[src/rtl/sram_pkg.sv]
// Shared types and constants for the SRAM array controller.
package sram_pkg;

  localparam int DATA_W = 32;
  localparam int NBYTES = 4;

  typedef enum logic [1:0] {
    IDLE,
    SETUP,
    PULSE,
    DONE
  } state_t;

  // Expands byte enables into a bit mask over the data word.
  function automatic logic [DATA_W-1:0] be_mask(input logic [NBYTES-1:0] be);
    be_mask = '0;
    for (int i = 0; i < NBYTES; i++) begin
      be_mask[8*i +: 8] = {8{be[i]}};
    end
  endfunction

endpackage

[src/rtl/sram_wl_decoder.sv]
// One-hot address-to-wordline decoder; all-zero when disabled or out of range.
module sram_wl_decoder #(
  parameter int DEPTH = 64,
  parameter int AW    = $clog2(DEPTH)
) (
  input  logic [AW-1:0]    addr,
  input  logic             enable,
  output logic [DEPTH-1:0] wl
);

  always_comb begin
    wl = '0;
    for (int i = 0; i < DEPTH; i++) begin
      if (enable && (32'(addr) == 32'(i))) begin
        wl[i] = 1'b1;
      end
    end
  end

endmodule

[src/rtl/sram_ctrl.sv]
// Request/response controller sequencing SETUP/PULSE/DONE accesses on an SRAM array.
// Optional macro SRAM_CTRL_ERR_EN adds an rsp_err output flagging out-of-range addresses.
module sram_ctrl
  import sram_pkg::*;
#(
  parameter int DEPTH = 64,
  parameter int AW    = $clog2(DEPTH)
) (
  input  logic              clk,
  input  logic              rst_n,
  input  logic              req_valid,
  output logic              req_ready,
  input  logic              req_we,
  input  logic [AW-1:0]     req_addr,
  input  logic [NBYTES-1:0] req_be,
  input  logic [DATA_W-1:0] req_wdata,
  output logic              rsp_valid,
  input  logic              rsp_ready,
  output logic [DATA_W-1:0] rsp_rdata,
  output logic [DEPTH-1:0]  wl,
  output logic [NBYTES-1:0] byte_sel,
  output logic [DATA_W-1:0] datain,
  input  logic [DATA_W-1:0] dataout,
  output logic              read_pulse,
  output logic              write_pulse
`ifdef SRAM_CTRL_ERR_EN
  ,
  output logic              rsp_err
`endif
);

  localparam logic [31:0] DEPTH_U = 32'(DEPTH);

  state_t              state_q, state_d;
  logic [AW-1:0]       addr_q;
  logic                we_q;
  logic [NBYTES-1:0]   be_q;
  logic [DATA_W-1:0]   wdata_q;
  logic [DATA_W-1:0]   rdata_q;
  logic                in_range;
  logic                hit;
  logic                active;
  logic                accept;

  assign accept   = req_valid && (state_q == IDLE);
  assign in_range = (32'(addr_q) < DEPTH_U);
  // A zero byte-enable or out-of-range address walks the FSM without touching the array.
  assign hit      = in_range && (be_q != '0);
  assign active   = (state_q == SETUP) || (state_q == PULSE);

  sram_wl_decoder #(
    .DEPTH (DEPTH),
    .AW    (AW)
  ) u_decoder (
    .addr   (addr_q),
    .enable (active && hit),
    .wl     (wl)
  );

  assign byte_sel    = active ? be_q : '0;
  assign datain      = (active && we_q) ? wdata_q : '0;
  assign write_pulse = (state_q == PULSE) && hit && we_q;
  assign read_pulse  = (state_q == PULSE) && hit && !we_q;
  assign req_ready   = (state_q == IDLE);
  assign rsp_valid   = (state_q == DONE);
  assign rsp_rdata   = rdata_q;

  always_comb begin
    state_d = state_q;
    case (state_q)
      IDLE:    if (req_valid) state_d = SETUP;
      SETUP:   state_d = PULSE;
      PULSE:   state_d = DONE;
      DONE:    if (rsp_ready) state_d = IDLE;
      default: state_d = IDLE;
    endcase
  end

  always_ff @(posedge clk or negedge rst_n) begin
    if (!rst_n) begin
      state_q <= IDLE;
      addr_q  <= '0;
      we_q    <= 1'b0;
      be_q    <= '0;
      wdata_q <= '0;
      rdata_q <= '0;
    end else begin
      state_q <= state_d;
      if (accept) begin
        addr_q  <= req_addr;
        we_q    <= req_we;
        be_q    <= req_be;
        wdata_q <= req_wdata;
      end
      // Read data is masked to the enabled bytes; writes and skipped accesses return zero.
      if (state_q == PULSE) begin
        rdata_q <= (hit && !we_q) ? (dataout & be_mask(be_q)) : '0;
      end
    end
  end

`ifdef SRAM_CTRL_ERR_EN
  logic err_q;

  always_ff @(posedge clk or negedge rst_n) begin
    if (!rst_n) begin
      err_q <= 1'b0;
    end else if (state_q == PULSE) begin
      err_q <= !in_range;
    end
  end

  assign rsp_err = err_q;
`endif

endmodule
[config.mk]
export PLATFORM = sky130hd
export DESIGN_NAME = sram_ctrl
export DESIGN_NICKNAME = d
export VERILOG_FILES = /design/src/rtl/sram_pkg.sv /design/src/rtl/sram_wl_decoder.sv /design/src/rtl/sram_ctrl.sv
export SDC_FILE = /design/constraint.sdc
export NUM_CORES = 1
export LEC_CHECK = 0
export CORE_MARGIN = 2
export CORE_UTILIZATION = 35
export CTS_CLUSTER_DIAMETER = 120
export DETAILED_ROUTE_END_ITERATION = 8
export GPL_TIMING_DRIVEN = 0
export MAX_ROUTING_LAYER = met4
export PLACE_DENSITY = 0.86
export SYNTH_ARGS = -nofsm -noshare
export SYNTH_HDL_FRONTEND = slang
export SYNTH_SLANG_ARGS = --single-unit
[constraint.sdc]
create_clock -name clk -period 1.8 [get_ports clk]
set_input_delay 0.54 -clock clk [delete_from_list [all_inputs] [get_ports clk]]
set_output_delay 0.54 -clock clk [all_outputs]
set_load 0.01 [all_outputs]
# After elaboration in Yosys (flattened, before gate mapping)
# Cells that the tools add are included.
# W data, S select, Z words.
[totals]
output_inout_bits = 136
regBits = 77
in_bits = 79
[classes]
n_bitwise = 1
n_eq_ne = 68
n_reduce_logical = 77
muxes = 70
[ops]
columns = ["cell", "count"]
rows = [
  ["$eq A6 B6 Y1 const B", 32],
  ["$eq A6 B5 Y1 const B", 16],
  ["$logic_and A1 B1 Y1", 71],
  ["$mux W1", 64],
  ["$mux W32", 2],
  ["$eq A6 B4 Y1 const B", 8],
  ["$and A32 B32 Y32", 1],
  ["$eq A6 B3 Y1 const B", 4],
  ["$eq A6 B2 Y1 const B", 2],
  ["$pmux W2 S4", 1],
  ["$eq A6 B1 Y1 const B", 1],
  ["$logic_not A6 Y1", 1],
  ["$eq A2 B2 Y1 const B", 2],
  ["$mux W2", 2],
  ["$mux W4", 1],
  ["$reduce_bool A4 Y1", 1],
  ["$eq A2 B1 Y1 const B", 1],
  ["$logic_not A2 Y1", 1],
  ["$ne A2 B1 Y1 const B", 1],
  ["$ne A2 B2 Y1 const B", 1],
  ["$reduce_and A2 Y1", 1],
  ["$logic_not A1 Y1", 1],
  ["$logic_or A1 B1 Y1", 1],
]

# Logic depth before layout (Yosys ltp)
# Gate-level depths: netlist (run 1).
[logic_depth]
word_depth = 5
ltp_mapped = 6
ltp_nobuf = 5

# By module
# From an unflattened synthesis (run 1), not the netlist that was laid out.
[hier_totals]
hier_cells = 390
hier_area_um2 = 3813.7
[by_module_without_submodules]
columns = ["mod", "seq_area_each_um2", "n_inst", "area_each_um2", "cells_per_inst"]
rows = [
  ["sram_ctrl", 1926.8, 1, 3343.2, 297],
  ["sram_wl_decoder", 0.0, 1, 470.5, 93],
]

# Least setup slack after synthesis (run 1)
# Ideal clock, no wire load.
[synth_timing]
kind = "flip-flop to output port"
start = "register state_q[0]"
end = "output port read_pulse"
stages_incl_launch_ff = 7
t_arrival_ns = 1.423
required_time_ns = 1.260
path_slack_ns = -0.163
cell_sequence = "dfrtp_1 inv_1 ha_1 clkbuf_1 clkbuf_1 nand2_1 nor2_1"
[synth_via]
elab_chain_cells = 3
[synth_rtl]
columns = ["element", "line_no", "source"]
rows = [
  ["start: declaration", "sram_ctrl.sv:34", "state_t state_q, state_d;"],
  ["start signal: assignment", "sram_ctrl.sv:88", "state_q <= state_d;"],
  ["$eq A2 B2 Y1", "sram_ctrl.sv:63", "assign read_pulse = (state_q == PULSE) && hit && !we_q;"],
  ["$logic_and A1 B1 Y1 (2 in a row)", "sram_ctrl.sv:63", ""],
  ["end: declaration", "sram_ctrl.sv:24", "output logic read_pulse,"],
]
# No other way between the ends.

# Worst setup path in the final report (run 1)
[layout_timing]
start = "register be_q[2]"
end = "output port wl[28]"
[layout_via]
elab_chain_cells = 4
[layout_rtl]
columns = ["element", "line_no", "source"]
rows = [
  ["start: declaration", "sram_ctrl.sv:37", "logic [NBYTES-1:0] be_q;"],
  ["start signal: assignment", "sram_ctrl.sv:92", "be_q <= req_be;"],
  ["$reduce_bool A4 Y1", "sram_ctrl.sv:48", "assign hit = in_range && (be_q != '0);"],
  ["$logic_and A1 B1 Y1", "sram_ctrl.sv:56", ".enable (active && hit),"],
  ["$logic_and A1 B1 Y1", "sram_wl_decoder.sv:14", "if (enable && (32'(addr) == 32'(i))) begin"],
  ["$mux W1", "sram_wl_decoder.sv:14", ""],
  ["end: declaration", "sram_ctrl.sv:20", "output logic [DEPTH-1:0] wl,"],
]
# No other way between the ends.

==> results.yml, run 1 <==
synth:
  synth_edf_count: 0
  yosys.cell_types.count: 32
  syn_avg_cell_area_um2: 9.747
  ys_async_sr_fraction: 1.000
  synthesis.yosys.warnings: 0
  ys_ff_latch: 77
  post_synth_inst_count: 395
  synthesis.nets: 477
  yosysSeqAreaShare: 0.5005
  ys.flop_type: "sky130_fd_sc_hd__dfrtp_1"
  syn-cell-area_um2: 3850
run_status:
  outcome: "finished with violations"
  violated_checks: "negative setup slack"
global_routing:
  antenna_found_initial: 0
  grt.total_usage: 0.2410
  gr-total-overflow: 0
  grt_pass1_vias: 4209
  grt_first_pass_wirelength_mm: 21.32
  grt_start_max_net_pins: 44
run:
  cap_violations: 0
detailed_routing:
  drcViolationCount: 0
  drt_wl_total_mm: 15.44
  vias: 4168
  final_antenna_net_count: 0
  firstDrtPassIters: 6
  met3WireLength_um: 815
  average_via_count_per_standard_cell: 4.986
  route.top_layer_used: "met4"
  wl_met2_mm: 8.271
  first_iter_violations: 259
  wirelength_met1_mm: 6.003
  wl_per_cell_um: 18.47
pwr:
  p_per_cell_area_nw_per_um2: 1734
  power.total_mw: 13.49
  leakagePower_nw: 3.584
  peak_supply_drop_v: 0.0009031
cells_and_area:
  syn2layout_area_growth_pct: 102.0
  layout-drive-gt1-share: 0.5187
  antenna_cells_inserted: 0
  final_net_count: 773
  finish.instance_area_um2: 7776
clock_tree:
  clockBufferDepth: 2
  cts_root_buf: "sky130_fd_sc_hd__clkbuf_8"
  ctsHtreeMaxLevel: 3
  worst_setup_hold_path_clk_slew_ps: 80
  clock_sink_count: 77
  ctsHoldBuffers: 0
  insertion_delay_ps: 340
  tritoncts.num_buffers: 9
  cts_tree: "built"
worst_setup_path:
  launch_point_of_the_worst_reg_to_reg_path: "state_q[1]"
  reg2reg_depth: 5
  cp_data_required_time_ps: 1260
  setup.worst_path.end_class: "primary output"
  critical_path_arrival_ps: 2080
  crit_fanout: 5
  critical_path_class: "reg2out"
  crit_start: "be_q[2]"
  startpoint_type: "flop"
timing:
  slew-limit-headroom: 0.6139
  setup_viol: 103
  timing_hold_violations_final: 0
  max_frequency_ghz: 0.3818
  final-max-slew-violation-count: 0
  final.setup.worst_slack_ps: -819.1
  skew_ps: 9.289
  timing.final.crit_period_ps: 2619
  rsz_0062_raised_after_global_routing: "yes"
  layout_worst_path_cycle_share: 1.455
  setup_total_negative_slack_ps: -64300
  timing_worst_slew_pin_value_ps: 579.2
  final.hold.worst_slack_ps: 140.5
place:
  dp_hpwl_mm: 9.137
  gpl.final_weighted_congestion: 0.7559
  preCtsSetupSlack_ps: -972.4
  placed_cell_area_um2: 6311
  placement.io_buffers: 214
worst_hold_path:
  timing.hold.worst.class: "in2async"
floorplan:
  fp.dieArea_um2: 11850
  fp-row-count: 38
  ioPinCount: 215
  core_region_area_um2: 10790
  floorplan.die.height_um: 108.9
  starting_density_of_the_core: 0.3567
  die_wd_um: 108.9
-- critical path, stage by stage, from the launching register on --
cell,delay [ps]
sky130_fd_sc_hd__dfrtp_1,390
sky130_fd_sc_hd__or4_4,600
sky130_fd_sc_hd__buf_12,180
sky130_fd_sc_hd__nand4_4,140
sky130_fd_sc_hd__buf_12,120
sky130_fd_sc_hd__buf_6,90
sky130_fd_sc_hd__nor2_1,40
sky130_fd_sc_hd__buf_2,170
-- area by class of cell --
| cell class | count | area (um^2) |
|---|---|---|
| Inverter | 35 | 131.4 |
| Timing Repair Buffer | 287 | 2917 |
| Fill cell | 707 | 3017 |
| Multi-Input combinational cell | 255 | 2226 |
| Buffer | 26 | 196.4 |
| Clock buffer | 13 | 158.9 |
| Clock inverter | 3 | 43.79 |
| Tap cell | 140 | 175.2 |
| Sequential cell | 77 | 1928 |
-- power breakdown --
group / leakage (nW) / switching (mW) / internal [mW] / total, mW
logic: 2.52 / 4.12 / 5.15 / 9.27
clock network: 0.104 / 0.621 / 0.719 / 1.34
registers: 0.963 / 0.458 / 2.41 / 2.87
-- through the flow --
stage / instances / util
6_report: 836 / 0.7205
5_1_grt: 836 / 0.7205
4_1_cts: 827 / 0.6673
3_5_place_dp: 750 / 0.5847
3_3_place_gp: 749 / 0.5831
2_1_floorplan: 395 / -
-- worst paths after layout --
kind	endpoint	slack, ps
max in group asynchronous	we_q	1050
worst min register to register	wdata_q[17]	510
min in group clk	wdata_q[17]	510
worst max-delay path	wl[28]	-820
worst min-delay path	rsp_rdata[17]	140
worst max register to register	wdata_q[19]	180
-- what timing repair did --
item,CTS,global route
setup buffers,57,15
pin swaps,43,23
gates cloned,5,0
resized for setup,589,129
setup endpoints to repair,166,154
-- Yosys cell counts, types with 3 or more instances --
| library cell | count | share of area |
|---|---|---|
| sky130_fd_sc_hd__dfrtp_1 | 77 | 0.50 |
| sky130_fd_sc_hd__inv_1 | 35 | 0.034 |
| sky130_fd_sc_hd__and3_1 | 33 | 0.054 |
| sky130_fd_sc_hd__nand2_1 | 43 | 0.042 |
| sky130_fd_sc_hd__mux2_2 | 44 | 0.13 |
| sky130_fd_sc_hd__nor2b_1 | 3 | 0.0049 |
| sky130_fd_sc_hd__nand2b_1 | 5 | 0.0081 |
| sky130_fd_sc_hd__nor2_1 | 67 | 0.065 |
| sky130_fd_sc_hd__o22ai_1 | 32 | 0.052 |
| sky130_fd_sc_hd__buf_2 | 6 | 0.0078 |
| sky130_fd_sc_hd__and2_1 | 5 | 0.0081 |
| sky130_fd_sc_hd__clkbuf_1 | 18 | 0.018 |
| sky130_fd_sc_hd__ha_1 | 3 | 0.0098 |
-- cells in the final DEF (no fill, tap or decap), types with 2 or more instances in the layout --
cell / instances
sky130_fd_sc_hd__buf_8: 9
sky130_fd_sc_hd__inv_2: 2
sky130_fd_sc_hd__nand2_1: 41
sky130_fd_sc_hd__mux2_2: 44
sky130_fd_sc_hd__nor2_1: 15
sky130_fd_sc_hd__nand2b_1: 5
sky130_fd_sc_hd__clkdlybuf4s50_1: 77
sky130_fd_sc_hd__buf_12: 6
sky130_fd_sc_hd__buf_4: 15
sky130_fd_sc_hd__clkbuf_2: 4
sky130_fd_sc_hd__nand4_4: 2
sky130_fd_sc_hd__dlymetal6s2s_1: 10
sky130_fd_sc_hd__nor2_2: 18
sky130_fd_sc_hd__dlygate4sd2_1: 22
sky130_fd_sc_hd__nand2_8: 2
sky130_fd_sc_hd__buf_6: 119
sky130_fd_sc_hd__dfrtp_1: 76
sky130_fd_sc_hd__and2_4: 5
sky130_fd_sc_hd__nor2_4: 34
sky130_fd_sc_hd__clkbuf_8: 12
sky130_fd_sc_hd__and3_4: 33
sky130_fd_sc_hd__nor2b_1: 3
sky130_fd_sc_hd__inv_1: 33
sky130_fd_sc_hd__buf_2: 37
sky130_fd_sc_hd__nand4b_4: 2
sky130_fd_sc_hd__o22ai_1: 32
sky130_fd_sc_hd__ha_4: 3
sky130_fd_sc_hd__nand3_4: 2
sky130_fd_sc_hd__clkbuf_1: 11
sky130_fd_sc_hd__or3b_1: 2
-- kinds of logic (layout without fill, tap and decap cells) --
| logic type | Yosys count | count (layout) | share of synthesized area |
|---|---|---|---|
| AND/OR/NAND/NOR | 174 | 174 | 0.2389 |
| flip-flops | 77 | 77 | 0.5005 |
| buffers and inverters | 63 | 364 | 0.06630 |
| multiplexers | 44 | 44 | 0.1287 |
| AO/OA/AOI/OAI | 34 | 34 | 0.05590 |
| adder cells (fa/ha/maj) | 3 | 3 | 0.009751 |
-- sequential cells by signal, indices dropped and copies added (netlist names) --
name       flops
rsp_rdata     32
wdata_q       32
addr_q         6
be_q           4
state_q        2
we_q           1
-- metal layers --
| layer | vias up | track usage |
|---|---|---|
| met5 | - | - |
| met4 | 0 | 0.07234 |
| met3 | 31 | 0.04603 |
| met2 | 181 | 0.4148 |
| met1 | 2053 | 0.2860 |
| li1 | 1903 | - |
(Power assumes the default switching activity.)
==> run 2, diff against run 1 <==
Clock period 1.8 ns to 2.36 ns, I/O delays scaled along.
==> results.yml, run 2 (synthesis results as in run 1) <==
run_status:
  outcome: "finished with violations"
  violated_checks: "negative setup slack"
pwr:
  peak_supply_drop_v: 0.0007293
  p_per_cell_area_nw_per_um2: 1338
  leakagePower_nw: 3.187
timing:
  slew-limit-headroom: 0.6939
  skew_ps: 9.821
  timing_worst_slew_pin_value_ps: 459.2
  setup_viol: 99
  timing_hold_violations_final: 0
  final.setup.worst_slack_ps: -299.8
  max_frequency_ghz: 0.3760
  timing.final.crit_period_ps: 2660
  final-max-slew-violation-count: 0
  final.hold.worst_slack_ps: 288.2
  layout_worst_path_cycle_share: 1.127
  rsz_0062_raised_after_global_routing: "yes"
floorplan:
  core_region_area_um2: 10790
  ioPinCount: 215
  fp.dieArea_um2: 11850
  fp-row-count: 38
  starting_density_of_the_core: 0.3567
  die_wd_um: 108.9
  floorplan.die.height_um: 108.9
global_routing:
  grt_start_max_net_pins: 46
  grt_first_pass_wirelength_mm: 20.51
  met2_usage: 0.4317
  grt.total_usage: 0.2351
  grt_pass1_vias: 4095
  grt_util_met1: 0.2554
  antenna_found_initial: 0
  gr-total-overflow: 0
  top_usage_layer: "met2"
  groute.layer.met3.usage: 0.05678
worst_setup_path:
  cp_data_required_time_ps: 1650
  startpoint_type: "flop"
  worstPathCellList: "or4_4 > buf_12 > nand4b_4 > buf_6 > nor2_2 > buf_2"
  setup.reg_to_reg.worst_slack_ps: 600
  cpPeakStageDelay_ps: 580
  crit_fanout: 6
  critical_path_arrival_ps: 1950
  cpLargestDelayFamily: "simple AND/OR/NAND/NOR gates"
  slowest_stage: "sky130_fd_sc_hd__or4_4"
  critical_path_class: "reg2out"
  crit_buf_inv: 3
  setup.worst_path.end_class: "primary output"
cells_and_area:
  final_net_count: 743
  multiInputGateArea_um2: 2009
  syn2layout_area_growth_pct: 83.78
  layout-drive-gt1-share: 0.4429
  fillers: 833
  post-route-util: 0.6556
  antenna_cells_inserted: 0
  mostFrequentLayoutCells: "sky130_fd_sc_hd__clkdlybuf4s50_1, sky130_fd_sc_hd__dfrtp_1, sky130_fd_sc_hd__buf_6"
  layout.cells.most_common: "sky130_fd_sc_hd__clkdlybuf4s50_1"
  layout.area.seq_um2: 1928
detailed_routing:
  wl_per_cell_um: 17.04
  first_iter_violations: 273
  vias: 3951
  average_via_count_per_standard_cell: 4.902
  firstDrtPassIters: 4
  final_antenna_net_count: 0
  drcViolationCount: 0
  drt_wl_total_mm: 13.74
clock_tree:
  clock_sink_count: 77
  clockBufferDepth: 2
  ctsHtreeMaxLevel: 3
  tritoncts.num_buffers: 9
  cts_root_buf: "sky130_fd_sc_hd__clkbuf_8"
  worst_setup_hold_path_clk_slew_ps: 90
  insertion_delay_ps: 360
  cts_tree: "built"
worst_hold_path:
  timing.hold.worst.class: "in2async"
run:
  cap_violations: 0
place:
  gpl.final_weighted_congestion: 0.8095
  placement.io_buffers: 214
  dp_hpwl_mm: 9.567
-- run 2: per-layer routing --
| metal | vias up | part of all wire |
|---|---|---|
| li1 | 1836 | - |
| met1 | 1938 | 0.38 |
| met2 | 159 | 0.53 |
| met3 | 18 | 0.065 |
| met4 | 0 | 0.017 |
| met5 | - | 0 |
-- run 2: layout make-up --
type | count | share of cell area
buffer | 25 | 0.02723
clock buffer | 10 | 0.01804
clock inverter | 6 | 0.01220
inverter | 35 | 0.01857
multi-input combinational | 255 | 0.2840
sequential | 77 | 0.2725
tap | 140 | 0.02476
timing repair buffer | 258 | 0.3427
-- run 2: worst paths after layout --
check                           start       endpoint  cells after the start
max in group asynchronous       rst_n    wdata_q[27]                      2
min in group clk           wdata_q[0]     wdata_q[0]                      1
max reg2reg                state_q[0]      addr_q[5]                      5
min reg2reg                wdata_q[0]     wdata_q[0]                      1
min                             rst_n  rsp_rdata[14]                      1
max                           be_q[3]         wl[25]                      6
-- run 2: repair_timing --
item,CTS,global route
endpoints found under the setup margin,103,100
gates resized for setup,505,69
cloned,5,0
pin swaps,42,17
buffers inserted,29,11
hold buffers,0,0
-- run 2: stage by stage --
step           total power [mW]  instance area, um^2  setup slack [ps]  setup TNS [ps]  std cells
6_report                  9.469                 7076            -299.8          -19070        806
5_1_grt                   10.01                 7076            -354.4          -24910        806
4_1_cts                   8.939                 6763            -350.1          -24320        798
3_5_place_dp              6.279                 6192            -695.2          -42880        750
3_3_place_gp              6.092                 6167             -2004         -192190        749
2_1_floorplan             4.399                 3850             229.3               0        395
-- run 2: power breakdown --
group,leakage (nW),internal [mW],switching [mW]
clock network,0.107,0.596,0.505
registers,0.963,1.84,0.342
logic,2.12,3.45,2.73
total,3.19,5.89,3.58
==> run 3, diff against run 2 <==
Settings changed: SKIP_CTS_REPAIR_TIMING set to 1.
==> results.yml, run 3 (synthesis results as in run 1) <==
run_status:
  outcome: "finished with violations"
  violated_checks: "negative setup slack"
detailed_routing:
  met3WireLength_um: 896
  first_iter_violations: 225
  average_via_count_per_standard_cell: 4.915
  drt_wl_total_mm: 13.15
  vias: 3893
  route.top_layer_used: "met4"
  drcViolationCount: 0
  wirelength_met1_mm: 5.078
  wl_per_cell_um: 16.60
  final_antenna_net_count: 0
  wl_met2_mm: 7.001
  firstDrtPassIters: 4
timing:
  setup_viol: 86
  skew_ps: 11.32
  timing_hold_violations_final: 0
  final-max-slew-violation-count: 0
  max_frequency_ghz: 0.3652
  timing.final.crit_period_ps: 2738
  rsz_0062_raised_after_global_routing: "yes"
  final.setup.worst_slack_ps: -378.0
  timing_worst_slew_pin_value_ps: 476.4
  slew-limit-headroom: 0.6824
  layout_worst_path_cycle_share: 1.160
  setup_total_negative_slack_ps: -18450
cells_and_area:
  layoutNonFillerInstCount: 792
  syn2layout_area_growth_pct: 70.07
  antenna_cells_inserted: 0
  layout-drive-gt1-share: 0.3911
  final_net_count: 729
  finish.instance_area_um2: 6548
  fillers: 932
  mostFrequentLayoutCells: "sky130_fd_sc_hd__clkdlybuf4s50_1, sky130_fd_sc_hd__dfrtp_1, sky130_fd_sc_hd__buf_2"
  layout.cells.most_common: "sky130_fd_sc_hd__clkdlybuf4s50_1"
  post-route-util: 0.6067
clock_tree:
  ctsHtreeMaxLevel: 3
  cts_tree: "built"
  clockBufferDepth: 2
  tritoncts.num_buffers: 9
  worst_setup_hold_path_clk_slew_ps: 80
  clock_sink_count: 77
  cts_root_buf: "sky130_fd_sc_hd__clkbuf_8"
  insertion_delay_ps: 350
global_routing:
  grt_start_max_net_pins: 46
  gr-total-overflow: 0
  grt_pass1_vias: 3859
  grt_first_pass_wirelength_mm: 18.80
  grt.total_usage: 0.2132
  antenna_found_initial: 0
pwr:
  leakagePower_nw: 3.111
  peak_supply_drop_v: 0.0006957
  p_per_cell_area_nw_per_um2: 1220
worst_setup_path:
  launch_point_of_the_worst_reg_to_reg_path: "state_q[1]"
  setup.worst_path.end_class: "primary output"
  critical_path_class: "reg2out"
  reg2reg_depth: 5
  setup.reg_to_reg.worst_slack_ps: 600
  cpPeakStageDelay_ps: 590
  critical_path_arrival_ps: 2030
  crit_top_cell: "sky130_fd_sc_hd__buf_4"
  slowest_stage: "sky130_fd_sc_hd__or4_4"
  r2r_end: "addr_q[5]"
  startpoint_type: "flop"
  worstPathCellList: "or4_4 > buf_12 > nand4_4 > buf_4 > buf_4 > nor2_4 > buf_6"
  cp_data_required_time_ps: 1650
  crit_start: "be_q[1]"
  crit_fanout: 5
run:
  cap_violations: 0
floorplan:
  die_wd_um: 108.9
  ioPinCount: 215
  starting_density_of_the_core: 0.3567
  fp.dieArea_um2: 11850
  floorplan.die.height_um: 108.9
  fp-row-count: 38
  core_region_area_um2: 10790
place:
  numPlacedInstances: 750
  placement.io_buffers: 214
  dp_hpwl_mm: 9.567
  gpl.final_weighted_congestion: 0.8095
  placed_cell_area_um2: 6192
  preCtsSetupSlack_ps: -695.2
worst_hold_path:
  timing.hold.worst.class: "in2async"
run 3: cell count changes in the layout (fill, tap and decap cells not counted), moves of 2 or more:
| cell | before | now |
|---|---|---|
| sky130_fd_sc_hd__clkbuf_2 | 3 | 36 |
| sky130_fd_sc_hd__dlygate4sd2_1 | 8 | 0 |
| sky130_fd_sc_hd__nor2_1 | 38 | 35 |
| sky130_fd_sc_hd__and2_4 | 4 | 2 |
| sky130_fd_sc_hd__buf_6 | 62 | 21 |
| sky130_fd_sc_hd__and3_4 | 30 | 1 |
| sky130_fd_sc_hd__and2_1 | 1 | 3 |
| sky130_fd_sc_hd__buf_8 | 6 | 3 |
| sky130_fd_sc_hd__and3_1 | 3 | 32 |
| sky130_fd_sc_hd__dlymetal6s2s_1 | 1 | 6 |
| sky130_fd_sc_hd__nor2_2 | 19 | 22 |
| sky130_fd_sc_hd__clkbuf_16 | 3 | 1 |
run 3: worst max-delay path, delay by kind of cell (launching register included):
kind	cells	cell delay, ps
buf+inv	4	540
flops	1	410
simple gates	3	740
run 3: final cells by class:
class | count | area [um^2] | area share
sequential | 77 | 1928 | 0.2945
multi-input combinational | 255 | 1876 | 0.2865
tap | 140 | 175.2 | 0.02675
clock buffer | 10 | 127.6 | 0.01949
timing repair buffer | 243 | 2044 | 0.3122
inverter | 35 | 131.4 | 0.02006
clock inverter | 6 | 86.33 | 0.01319
buffer | 26 | 178.9 | 0.02733
run 3: power breakdown:
part / internal [mW] / switching [mW]
Combinational: 2.33 / 2.41
Clock: 0.596 / 0.499
Sequential: 1.84 / 0.321
Total: 4.76 / 3.23
run 3: metal layers:
| layer | vias up | global-route usage |
|---|---|---|
| li1 | 1812 | - |
| met1 | 1914 | 0.2343 |
| met2 | 151 | 0.3793 |
| met3 | 16 | 0.05619 |
| met4 | 0 | 0.06044 |
| met5 | - | - |
run 3: per-stage QoR:
step	power, mW	hold WS, ps
finish	7.989	292.7
global route	8.506	303.2
global placement	6.092	478.7
CTS	7.407	288.1
floorplan	4.399	412.4
detailed placement	6.279	490.1
run 3: how the worst max path moves through the flow:
stage / slack [ps] / to / cells after the start
floorplan: 230 / read_pulse / 6
global placement: -2000 / wdata_q[28] / 1
detailed placement: -700 / byte_sel[3] / 6
CTS: -1100 / byte_sel[3] / 6
global route: -450 / wl[13] / 8
finish: -380 / wl[13] / 7
